[config.mk]
export PLATFORM = sky130hd
export DESIGN_NAME = uartx
export DESIGN_NICKNAME = d
export VERILOG_FILES = /design/src/rtl/uartx_pkg.sv /design/src/rtl/uartx_fifo.sv /design/src/rtl/uartx.sv
export SDC_FILE = /design/constraint.sdc
export NUM_CORES = 1
export LEC_CHECK = 0
export ABC_AREA = 1
export CAP_MARGIN = 20
export CORE_MARGIN = 3
export CORE_UTILIZATION = 55
export DETAILED_ROUTE_END_ITERATION = 12
export MAX_ROUTING_LAYER = met4
export PLACE_DENSITY = 0.81
export REMOVE_ABC_BUFFERS = 1
export SYNTH_ARGS = -nofsm -noshare
export SYNTH_HDL_FRONTEND = slang
export SYNTH_SLANG_ARGS = --single-unit
[constraint.sdc]
create_clock -name hclk -period 3.1 [get_ports hclk]
set_input_delay 0.62 -clock hclk [delete_from_list [all_inputs] [get_ports hclk]]
set_output_delay 0.62 -clock hclk [all_outputs]
set_load 0.01 [all_outputs]
[src/rtl/uartx_pkg.sv]
// uartx shared types: frame-width codes, FSM state encodings
// and the payload-width helper.
package uartx_pkg;

    typedef enum logic [1:0] {
        DW8  = 2'b00,
        DW16 = 2'b01,
        DW32 = 2'b10
    } dw_e;

    typedef enum logic [2:0] {
        TX_IDLE,
        TX_START,
        TX_DATA,
        TX_PARITY,
        TX_STOP1,
        TX_STOP2
    } tx_state_e;

    typedef enum logic [2:0] {
        RX_IDLE,
        RX_START,
        RX_DATA,
        RX_PARITY,
        RX_STOP
    } rx_state_e;

    // Code 11 falls back to 8 bits; widths beyond max_dw clamp.
    function automatic logic [5:0] dw_bits(input logic [1:0] dw,
                                           input int max_dw);
        logic [5:0] n;
        case (dw)
            DW16:    n = 6'd16;
            DW32:    n = 6'd32;
            default: n = 6'd8;
        endcase
        if (int'(n) > max_dw)
            n = 6'(max_dw);
        return n;
    endfunction

endpackage

[src/rtl/uartx_fifo.sv]
// First-word-fall-through FIFO; a pop in the same cycle frees
// the slot for a push even when full.
module uartx_fifo #(
    parameter int W     = 8,
    parameter int DEPTH = 4
) (
    input  logic         clk,
    input  logic         rst,
    input  logic         push,
    input  logic [W-1:0] wdata,
    input  logic         pop,
    output logic [W-1:0] rdata,
    output logic         full,
    output logic         empty
);

    localparam int AW = $clog2(DEPTH);

    logic [W-1:0]  mem [DEPTH];
    logic [AW-1:0] wptr;
    logic [AW-1:0] rptr;
    logic [AW:0]   count;
    logic          do_push;
    logic          do_pop;

    assign full    = (count == (AW+1)'(DEPTH));
    assign empty   = (count == '0);
    assign do_pop  = pop && !empty;
    assign do_push = push && (!full || do_pop);
    assign rdata   = mem[rptr];

    always_ff @(posedge clk) begin
        if (rst) begin
            wptr  <= '0;
            rptr  <= '0;
            count <= '0;
        end else begin
            if (do_push)
                wptr <= wptr + 1'b1;
            if (do_pop)
                rptr <= rptr + 1'b1;
            case ({do_push, do_pop})
                2'b10:   count <= count + 1'b1;
                2'b01:   count <= count - 1'b1;
                default: ;
            endcase
        end
    end

    always_ff @(posedge clk) begin
        if (do_push)
            mem[wptr] <= wdata;
    end

endmodule

[src/rtl/uartx.sv]
// Full-duplex UART engine with 8/16/32-bit frames and FIFOs.
// Define UARTX_LOOPBACK_EN to add the internal TX->RX loopback.
module uartx
    import uartx_pkg::*;
#(
    parameter int MAX_DW     = 32,
    parameter int FIFO_DEPTH = 4,
    parameter int BAUDW      = 16
) (
    input  logic              hclk,
    input  logic              hreset,
    input  logic [BAUDW-1:0]  cfg_baud,
    input  logic [1:0]        cfg_dw,
    input  logic              cfg_par_en,
    input  logic              cfg_par_even,
    input  logic              cfg_stop2,
    input  logic              cfg_lpbk,
    input  logic [MAX_DW-1:0] tx_data,
    input  logic              tx_valid,
    output logic              tx_ready,
    output logic [MAX_DW-1:0] rx_data,
    output logic              rx_perr,
    output logic              rx_ferr,
    output logic              rx_valid,
    input  logic              rx_ready,
    output logic              rx_ovf,
    output logic              tx_irq,
    output logic              rx_irq,
    output logic              TX,
    input  logic              RX
);

    localparam int BW = $clog2(MAX_DW);

    logic [MAX_DW-1:0] tx_head;
    logic              tx_full;
    logic              tx_empty;
    logic              tx_pop;
    tx_state_e         tx_state;
    logic [BAUDW-1:0]  tx_cnt;
    logic [BAUDW-1:0]  tx_baud;
    logic [BW-1:0]     tx_bit;
    logic [BW-1:0]     tx_last_bit;
    logic [MAX_DW-1:0] tx_sh;
    logic              tx_par;
    logic              tx_pen;
    logic              tx_stop2;
    logic              tx_line;
    logic              tx_tick;
    logic              tx_last;

    logic [MAX_DW+1:0] rx_head;
    logic [MAX_DW+1:0] rx_wdata;
    logic              rx_full;
    logic              rx_empty;
    logic              rx_push;
    logic              rx_src;
    logic              rx_s1;
    logic              rx_s;
    logic              rx_prev;
    rx_state_e         rx_state;
    logic [BAUDW-1:0]  rx_cnt;
    logic [BAUDW-1:0]  rx_baud;
    logic [BW-1:0]     rx_bit;
    logic [BW-1:0]     rx_last_bit;
    logic [MAX_DW-1:0] rx_sh;
    logic              rx_par;
    logic              rx_pen;
    logic              rx_perr_r;
    logic              rx_tick;

`ifdef UARTX_LOOPBACK_EN
    assign TX     = cfg_lpbk ? 1'b1 : tx_line;
    assign rx_src = cfg_lpbk ? tx_line : RX;
`else
    logic unused_lpbk;
    assign unused_lpbk = cfg_lpbk;
    assign TX          = tx_line;
    assign rx_src      = RX;
`endif

    assign tx_ready = !tx_full;

    uartx_fifo #(.W(MAX_DW), .DEPTH(FIFO_DEPTH)) u_tx_fifo (
        .clk   (hclk),
        .rst   (hreset),
        .push  (tx_valid && tx_ready),
        .wdata (tx_data),
        .pop   (tx_pop),
        .rdata (tx_head),
        .full  (tx_full),
        .empty (tx_empty)
    );

    assign tx_tick = (tx_cnt == tx_baud);
    assign tx_last = tx_tick &&
                     ((tx_state == TX_STOP1 && !tx_stop2) ||
                      tx_state == TX_STOP2);
    // Popping at the end of the last stop bit gives gapless frames.
    assign tx_pop  = !tx_empty && (tx_state == TX_IDLE || tx_last);

    always_ff @(posedge hclk) begin
        if (hreset) begin
            tx_state    <= TX_IDLE;
            tx_cnt      <= '0;
            tx_baud     <= '0;
            tx_bit      <= '0;
            tx_last_bit <= '0;
            tx_sh       <= '0;
            tx_par      <= 1'b0;
            tx_pen      <= 1'b0;
            tx_stop2    <= 1'b0;
            tx_line     <= 1'b1;
            tx_irq      <= 1'b0;
        end else begin
            tx_irq <= tx_last;
            if (tx_pop) begin
                tx_state    <= TX_START;
                tx_cnt      <= '0;
                tx_bit      <= '0;
                tx_sh       <= tx_head;
                tx_par      <= !cfg_par_even;
                tx_line     <= 1'b0;
                tx_baud     <= cfg_baud;
                tx_last_bit <= BW'(dw_bits(cfg_dw, MAX_DW) - 6'd1);
                tx_pen      <= cfg_par_en;
                tx_stop2    <= cfg_stop2;
            end else if (tx_state != TX_IDLE) begin
                if (!tx_tick) begin
                    tx_cnt <= tx_cnt + 1'b1;
                end else begin
                    tx_cnt <= '0;
                    case (tx_state)
                        TX_START: begin
                            tx_state <= TX_DATA;
                            tx_line  <= tx_sh[0];
                        end
                        TX_DATA: begin
                            tx_par <= tx_par ^ tx_sh[0];
                            if (tx_bit == tx_last_bit) begin
                                if (tx_pen) begin
                                    tx_state <= TX_PARITY;
                                    tx_line  <= tx_par ^ tx_sh[0];
                                end else begin
                                    tx_state <= TX_STOP1;
                                    tx_line  <= 1'b1;
                                end
                            end else begin
                                tx_bit  <= tx_bit + 1'b1;
                                tx_sh   <= tx_sh >> 1;
                                tx_line <= tx_sh[1];
                            end
                        end
                        TX_PARITY: begin
                            tx_state <= TX_STOP1;
                            tx_line  <= 1'b1;
                        end
                        TX_STOP1:
                            tx_state <= tx_stop2 ? TX_STOP2 : TX_IDLE;
                        default:
                            tx_state <= TX_IDLE;
                    endcase
                end
            end
        end
    end

    assign rx_tick  = (rx_cnt == rx_baud);
    assign rx_push  = (rx_state == RX_STOP) && rx_tick;
    assign rx_wdata = {rx_perr_r, !rx_s, rx_sh};

    uartx_fifo #(.W(MAX_DW + 2), .DEPTH(FIFO_DEPTH)) u_rx_fifo (
        .clk   (hclk),
        .rst   (hreset),
        .push  (rx_push),
        .wdata (rx_wdata),
        .pop   (rx_ready),
        .rdata (rx_head),
        .full  (rx_full),
        .empty (rx_empty)
    );

    assign rx_valid = !rx_empty;
    assign rx_irq   = rx_valid;
    assign rx_data  = rx_valid ? rx_head[MAX_DW-1:0] : '0;
    assign rx_ferr  = rx_valid && rx_head[MAX_DW];
    assign rx_perr  = rx_valid && rx_head[MAX_DW+1];

    always_ff @(posedge hclk) begin
        if (hreset) begin
            rx_s1       <= 1'b1;
            rx_s        <= 1'b1;
            rx_prev     <= 1'b1;
            rx_state    <= RX_IDLE;
            rx_cnt      <= '0;
            rx_baud     <= '0;
            rx_bit      <= '0;
            rx_last_bit <= '0;
            rx_sh       <= '0;
            rx_par      <= 1'b0;
            rx_pen      <= 1'b0;
            rx_perr_r   <= 1'b0;
            rx_ovf      <= 1'b0;
        end else begin
            rx_s1   <= rx_src;
            rx_s    <= rx_s1;
            rx_prev <= rx_s;
            rx_ovf  <= rx_push && rx_full && !rx_ready;
            case (rx_state)
                RX_IDLE: begin
                    if (rx_prev && !rx_s) begin
                        rx_state <= RX_START;
                        rx_cnt   <= '0;
                    end
                end
                RX_START: begin
                    // Start confirm uses the live divisor, then latches it.
                    if (rx_cnt == (cfg_baud >> 1)) begin
                        if (rx_s) begin
                            rx_state <= RX_IDLE;
                        end else begin
                            rx_state    <= RX_DATA;
                            rx_cnt      <= '0;
                            rx_bit      <= '0;
                            rx_sh       <= '0;
                            rx_par      <= !cfg_par_even;
                            rx_perr_r   <= 1'b0;
                            rx_baud     <= cfg_baud;
                            rx_last_bit <= BW'(dw_bits(cfg_dw, MAX_DW) - 6'd1);
                            rx_pen      <= cfg_par_en;
                        end
                    end else begin
                        rx_cnt <= rx_cnt + 1'b1;
                    end
                end
                RX_DATA: begin
                    if (rx_tick) begin
                        rx_cnt        <= '0;
                        rx_sh[rx_bit] <= rx_s;
                        rx_par        <= rx_par ^ rx_s;
                        if (rx_bit == rx_last_bit)
                            rx_state <= rx_pen ? RX_PARITY : RX_STOP;
                        else
                            rx_bit <= rx_bit + 1'b1;
                    end else begin
                        rx_cnt <= rx_cnt + 1'b1;
                    end
                end
                RX_PARITY: begin
                    if (rx_tick) begin
                        rx_cnt    <= '0;
                        rx_perr_r <= (rx_s != rx_par);
                        rx_state  <= RX_STOP;
                    end else begin
                        rx_cnt <= rx_cnt + 1'b1;
                    end
                end
                default: begin
                    if (rx_tick) begin
                        rx_cnt   <= '0;
                        rx_state <= RX_IDLE;
                    end else begin
                        rx_cnt <= rx_cnt + 1'b1;
                    end
                end
            endcase
        end
    end

endmodule

==> results.md, run 1 <==
Synth:
- The flip-flop and latch count after synthesis is 444.
- The number of instances in the synthesized netlist is 2270.
- During synthesis, Yosys emitted a total of 0 warnings.
- The share of synthesized area occupied by flip-flops and latches is 57.84%.
- For this run, the leading register cell type out of synthesis is edfxtp_1.
- The post-synthesis instance area is 19940 µm².
- The fraction of registers with async set/reset is 0%.
- Averaged over all synthesized cells, the footprint is 8.782 µm².
- The count of distinct cell types in the synthesized netlist is 39.
- The number of synthesized flops with an enable pin is 264.

Placement:
- Summing all placed instances gives a cell area of 21250 µm².
- The estimated wirelength of the detail-placed design is 27.24 mm.
- The global placer's final weighted congestion is 0.8629.
- The number of buffers added on ports is 97.

Worst setup path:
- The launch point of the worst reg-to-reg path is rx_state[2].
- The worst setup path is launched from a flop.
- The critical path endpoint category is an output port.
- For the worst setup path, the data required time is 2480 ps.
- Measured in cells, the most critical reg-to-reg path has a length of 11.
- Following the worst setup path forward leads to its endpoint at rx_data[14].
- The arrival time of the worst setup path is 2370 ps.
- The worst register-to-register path has a setup slack of 620 ps.
- The largest driver fanout on the critical path is 38.
- The critical path class is reg -> out.
- The endpoint identified for the worst register-to-register timing path is rx_sh[9].

Die:
- The site row count is 69.
- The floorplan step set the die height to 196.4 µm.
- The overall die area is 38570 µm².
- The floorplan step defined a core boundary enclosing 35660 µm².
- Measured along the x axis, the die boundary spans 196.4 µm.
- Pin placement for this block handled 99 I/O pins.
- Once the floorplan was initialized, standard cells occupied 55.91% of the core.

GRT:
- For this run, the total global-route usage over all layers was measured as 23.18%.
- After global routing the overflow that remains totals 0.
- Entering global routing, the biggest net connects 65 pins.
- The initial antenna violation count is 4.
- The via count of the first global-routing pass is 15150.
- The first global-routing pass estimated 72.06 mm of wire.

Final layout:
- The post-route netlist has 6.430% of its cells at a drive strength greater than 1.
- The final core area utilization is 63.71%.
- At the end of the flow, the number of nets in the layout was 2407.
- The finished cells cover 22710 µm².
- In the layout the commonest cells are 435 x nor2_1, 413 x nand2_1, 264 x edfxtp_1, 192 x inv_1, 192 x o21ai_0.
- The area growth from synthesis to layout is 13.94%.
- The most common library cell in the layout ignoring fill and taps is nor2_1.

STA:
- The max-slew violation count is 0.
- The upper clock frequency limit is 334.2 MHz.
- The slew at the pin closest to its max-slew limit is 659.6 ps.
- The number of endpoints with negative hold slack in the final report is 0.
- The worst pin sits at a relative slew slack of 56.03%.
- In the finished design, the share of the clock period the worst path needs comes to 96.52%.
- The minimum clock period is 2992 ps.
- The clock skew after layout is 25.11 ps.
- Setup violations remaining at the end of the flow were counted as 0.

Hold path:
- In this run the worst hold path is classified as reg -> reg.

Flow run:
- The number of maximum-capacitance violations is 0.

Clocking:
- The sink count of the clock tree is 444.
- The number of H-tree branching levels is 2.
- The root buffer cell is clkbuf_16.
- Clock latency on the worst-skew pair, taken at its later pin, is 570 ps.
- After clock tree synthesis, the clock-pin slew on the worst setup and hold paths is 60 ps.
- Counting along the longest clock path gives a buffer depth of 3.
- Counting the buffers created by CTS gives 44.
- TritonCTS built the clock tree.
- The number of buffers inserted for hold repair after clock tree synthesis is 0.

Routing:
- The detailed-routing iteration count for the pre-antenna-repair pass is 6.
- For this run, design rule violations remaining after detail routing come to 0.
- The detailed router finished its first iteration with 1291 violations.
- The final route contains 15320 vias.
- In this run the remaining antenna-violating nets after routing total 0.
- Summed over all layers, the routed wires come to 43.81 mm.
- The post-detailed-route wirelength per cell is 15.48 µm.
- In the routed layout, each cell is associated on average with a via count of 5.415.

Pwr:
- IR analysis of the VDD net gives a maximum drop of 0.7155 mV.
- The cell area power density is 850.0 nW/µm².
- The leakage power of the design is 8.808 nW.

Outcome:
- The run finished with clean final reports.
==> synth_stat cells (34+ instances only) <==
cell      number  area share, %
nor2_1       443            8.3
nand3_1       80            2.0
xor2_1        43            1.9
o22ai_1       34            1.1
o21ai_0      192            4.8
edfxtp_1     264             40
inv_1        193            3.6
nand4_1       40            1.3
clkbuf_1      66            1.2
dfxtp_1      180             18
nand2_1      413            7.8
a21oi_1      149            3.7
==> worst max-delay path, cell delays in order (launching register included) <==
cell and delay [ps]:
dfxtp_4 410, inv_1 90, buf_4 310, o21ai_0 160
a21oi_1 250, clkdlybuf4s50_1 580
==> cell families (layout without fill, tap and decap cells) <==
logic type	Yosys count	count (layout)	share of synthesized area (%)
other	0	4	0
buffers and inverters	335	429	7.130
AO/OA/AOI/OAI	399	399	10.42
XOR/XNOR	57	57	2.504
multiplexers	1	1	0.05648
adder cells (fa/ha/maj)	20	20	1.331
flip-flops	444	444	57.84
AND/OR/NAND/NOR	1014	1014	20.72
==> how the worst min path moves through the flow <==
stage / startpoint / to / slack, ps / cells after the start
3_5_place_dp: rx_s1 / rx_s / 430 / 1
3_3_place_gp: rx_s1 / rx_s / 430 / 1
5_1_grt: rx_s1 / rx_s / 450 / 1
4_1_cts: rx_s1 / rx_s / 450 / 1
2_1_floorplan: rx_s1 / rx_s / 390 / 1
6_report: rx_s1 / rx_s / 440 / 1
==> state kept, by name, summed over array words and instances (netlist names), 5 cells and up, named ones only <==
register	cells
tx_sh	32
tx_baud	16
rx_bit	5
u_tx_fifo.mem	128
tx_cnt	16
rx_sh	32
rx_baud	16
tx_bit	5
u_rx_fifo.mem	136
rx_cnt	16
==> repair_timing <==
action                                  4_1_cts  5_1_grt
resized for setup                             1        2
endpoints found under the setup margin        4        7
buffers inserted                              0        1
==> through the flow <==
| step | instances | setup TNS, ps | hold WS, ps | setup slack, ps | power (W) |
|---|---|---|---|---|---|
| 6_report | 2829 | 0 | 438.5 | 108.0 | 0.01931 |
| 5_1_grt | 2829 | -0.08238 | 447.9 | -0.08238 | 0.02054 |
| 4_1_cts | 2824 | 0 | 445.7 | 26.87 | 0.01939 |
| 3_5_place_dp | 2742 | 0 | 430.7 | 295.4 | 0.01412 |
| 3_3_place_gp | 2742 | 0 | 428.5 | 318.0 | 0.01386 |
| 2_1_floorplan | 2143 | -42050 | 389.5 | -331.8 | 0.01166 |
==> layer usage <==
| layer | global-route usage [%] | part of all wire, % | vias up |
|---|---|---|---|
| met1 | 26.36 | 39 | 7159 |
| met5 | - | 0 | - |
| li1 | - | - | 7594 |
| met4 | 7.314 | 2.8 | 0 |
| met3 | 4.051 | 5.8 | 106 |
| met2 | 41.77 | 52 | 459 |
==> power by group <==
part	internal [W]	switching (W)	leakage, nW
combinational	0.00225	0.00437	4.19
clock	0.00306	0.00219	0.699
sequential	0.00705	0.000396	3.91
==> final cells by class <==
cell class                      instances  area (µm²)
Inverter                              208       783.3
Multi-Input combinational cell       1491        7010
Fill cell                            2805       12940
Clock buffer                           56        1186
Timing Repair Buffer                  139        1361
Clock inverter                         26       251.5
Tap cell                              461       576.8
Antenna cell                            4       10.01
Sequential cell                       444       11530
Power figures use the tool's default switching activity.
==> run 2: changes to the inputs <==
--- a/config.mk
+++ b/config.mk
@@ -10,8 +10,10 @@
 export CORE_MARGIN = 3
 export CORE_UTILIZATION = 55
 export DETAILED_ROUTE_END_ITERATION = 12
+export DONT_BUFFER_PORTS = 1
+export GPL_ROUTABILITY_DRIVEN = 0
 export MAX_ROUTING_LAYER = met4
-export PLACE_DENSITY = 0.81
+export PLACE_DENSITY = 0.77
 export REMOVE_ABC_BUFFERS = 1
 export SYNTH_ARGS = -nofsm -noshare
 export SYNTH_HDL_FRONTEND = slang
==> results.md, run 2 (synthesis results as in run 1) <==
Outcome:
- The run finished with clean final reports.

Final layout:
- The largest registers in the layout are u_rx_fifo.mem x136, u_tx_fifo.mem x128.
- The area taken by multi-input logic gates was 7003 µm² (-0.11%).
- Leaving out fill and tap cells, the most frequent cells in the layout are 435 x nor2_1, 413 x nand2_1, 264 x edfxtp_1, 192 x inv_1, 192 x o21ai_0.
- The register bank with the most flops is u_rx_fifo.mem.
- The number of nets at the end of the flow came to 2331 (-3.2%).
- The register cell area after layout is 11530 µm² (about the same).
- The total of fill cells in the finished design is 2842 (+1.3%).
- The library cell used most frequently in the layout, excluding fill and tap cells, is nor2_1.
- The number of antenna repair diodes is 0 (-4).
- The final core area utilization is 61.34% (-2.4 points).
- The share of post-route cells with drive strength above 1 came to 7.561% (+1.1 points).
- The flip-flop count of the largest register after layout is 136 (unchanged).
- From synthesis to final layout, the design area changed by 9.703%.

Routing:
- The met1 routed wirelength after detailed routing was 16.80 mm (-1.5%).
- The remaining design rule violation count is 0 (unchanged).
- The topmost layer with routed signal wires is met4.
- The DRC violation total after the first TritonRoute iteration came to 1180 (-8.6%).
- The met3 wire length was 3.107 mm (+22%).
- The via count is 14940 (-2.5%).
- The final antenna-violating net count is 0 (unchanged).
- The ratio of routed vias to standard cells is 5.434 (+0.35%).
- The total wire length after detailed routing was 42.84 mm (-2.2%).
- The routed length on met2 came to 21.97 mm (-4.5%).
- The detailed-routing iteration count for the pre-antenna-repair pass is 5 (-1).
- The post-detailed-route wirelength per cell is 15.58 µm (+0.63%).

Worst setup path:
- The category of the worst setup path launch point is a flop.
- The largest driver fanout on the critical path was 34 (-11%).
- The number of gates on the worst path with buffers counted came to 6 (+1).
- The count of cells along the worst register-to-register path is 14 (+3).
- The family with the most delay on the worst path is buffers and inverters.
- The arrival time of the worst setup path is 2070 ps (-300 ps).
- The worst setup path is of the reg -> out kind.
- The critical path goes through nor2_1, nand2_1, clkinv_1, buf_12, a21oi_1, buf_4.
- The buffers plus inverters on the worst setup path is 3 (unchanged).
- On the critical path, the stage with the largest delay is an instance of dfxtp_1.
- The biggest cell delay along the critical path came to 360 ps (-220 ps).
- STA classifies the critical path endpoint as an output port.
- The endpoint required time on the critical path is 2480 ps (about the same).

STA:
- Setup repair after global routing left no endpoint under its margin.
- The upper clock frequency limit is 371.8 MHz (+11%).
- The number of endpoints with negative hold slack in the final report was 0 (unchanged).
- The worst-case hold slack was 139.6 ps (-298.8 ps).
- The number of endpoints failing setup at the final stage came to 0 (unchanged).
- The slew at the pin closest to its max-slew limit is 953.6 ps (+294.0 ps).
- The clock skew after layout is 12.22 ps (-12.89 ps).
- The setup slack after layout is 410.7 ps (+302.7 ps).
- The max-slew violation count came to 0 (unchanged).
- The share of the clock period used by the worst path is 86.75% (-9.8 points).
- The sum of negative setup slack is 0 ps (unchanged).
- The minimum clock period came to 2689 ps (-302.7 ps).
- The worst slew margin relative to its limit came to 36.04% (-20 points).

Clocking:
- The number of buffers added for setup after CTS is 0 (unchanged).
- TritonCTS built the clock tree.
- The post-cts sizing count came to 0 (-1).
- The buffer levels on the longest clock path is 3 (unchanged).
- The total CTS buffers is 45 (+2.3%).
- The number of buffers inserted for hold repair after clock tree synthesis was 0 (unchanged).
- The clock insertion delay at the later pin of the skew report is 560 ps (about the same).
- The number of H-tree branching levels is 2 (unchanged).
- The clock-pin slew on the worst setup and hold paths is 60 ps (about the same).
- The sink count of the clock tree is 444 (unchanged).
- The tree is rooted in a clkbuf_16.

GRT:
- The largest net degree at the start of global routing is 69 (+6.2%).
- The wire length of the first global-routing pass is 70.01 mm (-2.9%).
- The initial antenna violation count is 0 (-4).
- The aggregate global-route resource usage is 22.74% (-0.44 points).
- The aggregate global routing overflow is 0 (unchanged).
- The via count of the first global-routing pass was 14440 (-4.7%).

Pwr:
- The portion of total power attributed to sequential cells is 39.1% (+0.5 points).
- The leakage power of the design was 8.553 nW (-2.9%).
- The net switching fraction of the power came to 35.97% (-0.062 points).
- The net switching power of the design was 0.006818 W (-2.0%).
- The cell area power density is 866.8 nW/µm² (+2.0%).
- The internal power contribution is 0.01214 W (-1.7%).
- The combinational fraction of design power was 32.8% (-1.5 points).
- The relative contribution of the clock network to total power is 28.1% (+1.0 points).
- The largest voltage drop on the vdd net is 0.6118 mV (-14%).

Die:
- The I/O pin count is 99 (unchanged).
- The site row count is 69 (unchanged).
- The overall die area is 38570 µm² (unchanged).
- The core area came to 35660 µm² (unchanged).
- The width of the die is 196.4 µm (unchanged).
- The die outline height is 196.4 µm (unchanged).
- The initial core utilization is 55.91% (unchanged).

Hold path:
- The number of stages on the worst hold path is 1 (unchanged).
- The class of the worst hold path is in -> reg.

Flow run:
- The number of maximum-capacitance violations was 0 (unchanged).

Placement:
- The setup slack at placement is 577.5 ps (+282.1 ps).
- The estimated wirelength of the detail-placed design is 26.26 mm (-3.6%).
- The number of buffers added on ports is 0 (-100%).
run 2: changes by cell type in the layout (fill, tap and decap cells not counted), sizes merged:
cell,change
clkdlybuf4s50,-97
buf,+20
clkinv,-6
clkbuf,+4
diode,-4
clkinvlp,+2
bufinv,+1
run 2: routing by layer:
metal  track usage (%)  vias up
li1                  -     7430
met1             25.69     6997
met2             40.23      429
met3             5.043       81
met4             7.447        0
met5                 -        -
run 2: power by group through the flow:
stage	combinational, W	clock [W]	sequential (W)
after CTS	0.00624	0.00543	0.00741
after detailed placement	0.00621	0	0.00753
after global routing	0.00702	0.00567	0.00750
after global placement	0.00600	0	0.00750
final	0.00621	0.00533	0.00742
after floorplan	0.00408	0	0.00758
run 2: path summary, 6_finish.rpt:
kind	to	slack, ps	startpoint
worst max-delay path	rx_data[6]	410	u_rx_fifo.count[0]
worst min-delay path	tx_par	140	cfg_par_even
worst max register to register	u_rx_fifo.count[2]	550	rx_cnt[3]
worst min register to register	rx_s	410	rx_s1
run 2: layout make-up:
cell class / instances / share of cell area (%)
Inverter: 208 / 3.581
Multi-Input combinational cell: 1491 / 32.02
Clock inverter: 23 / 1.167
Timing Repair Buffer: 62 / 2.357
Clock buffer: 60 / 5.498
Sequential cell: 444 / 52.74
Tap cell: 461 / 2.637
run 2: stage by stage:
step	instances	area [µm²]	power, W
finish	2749	21870	0.01896
global route	2749	21870	0.02019
CTS	2749	21870	0.01908
detailed placement	2666	20410	0.01373
global placement	2666	20410	0.01349
floorplan	2143	19300	0.01166
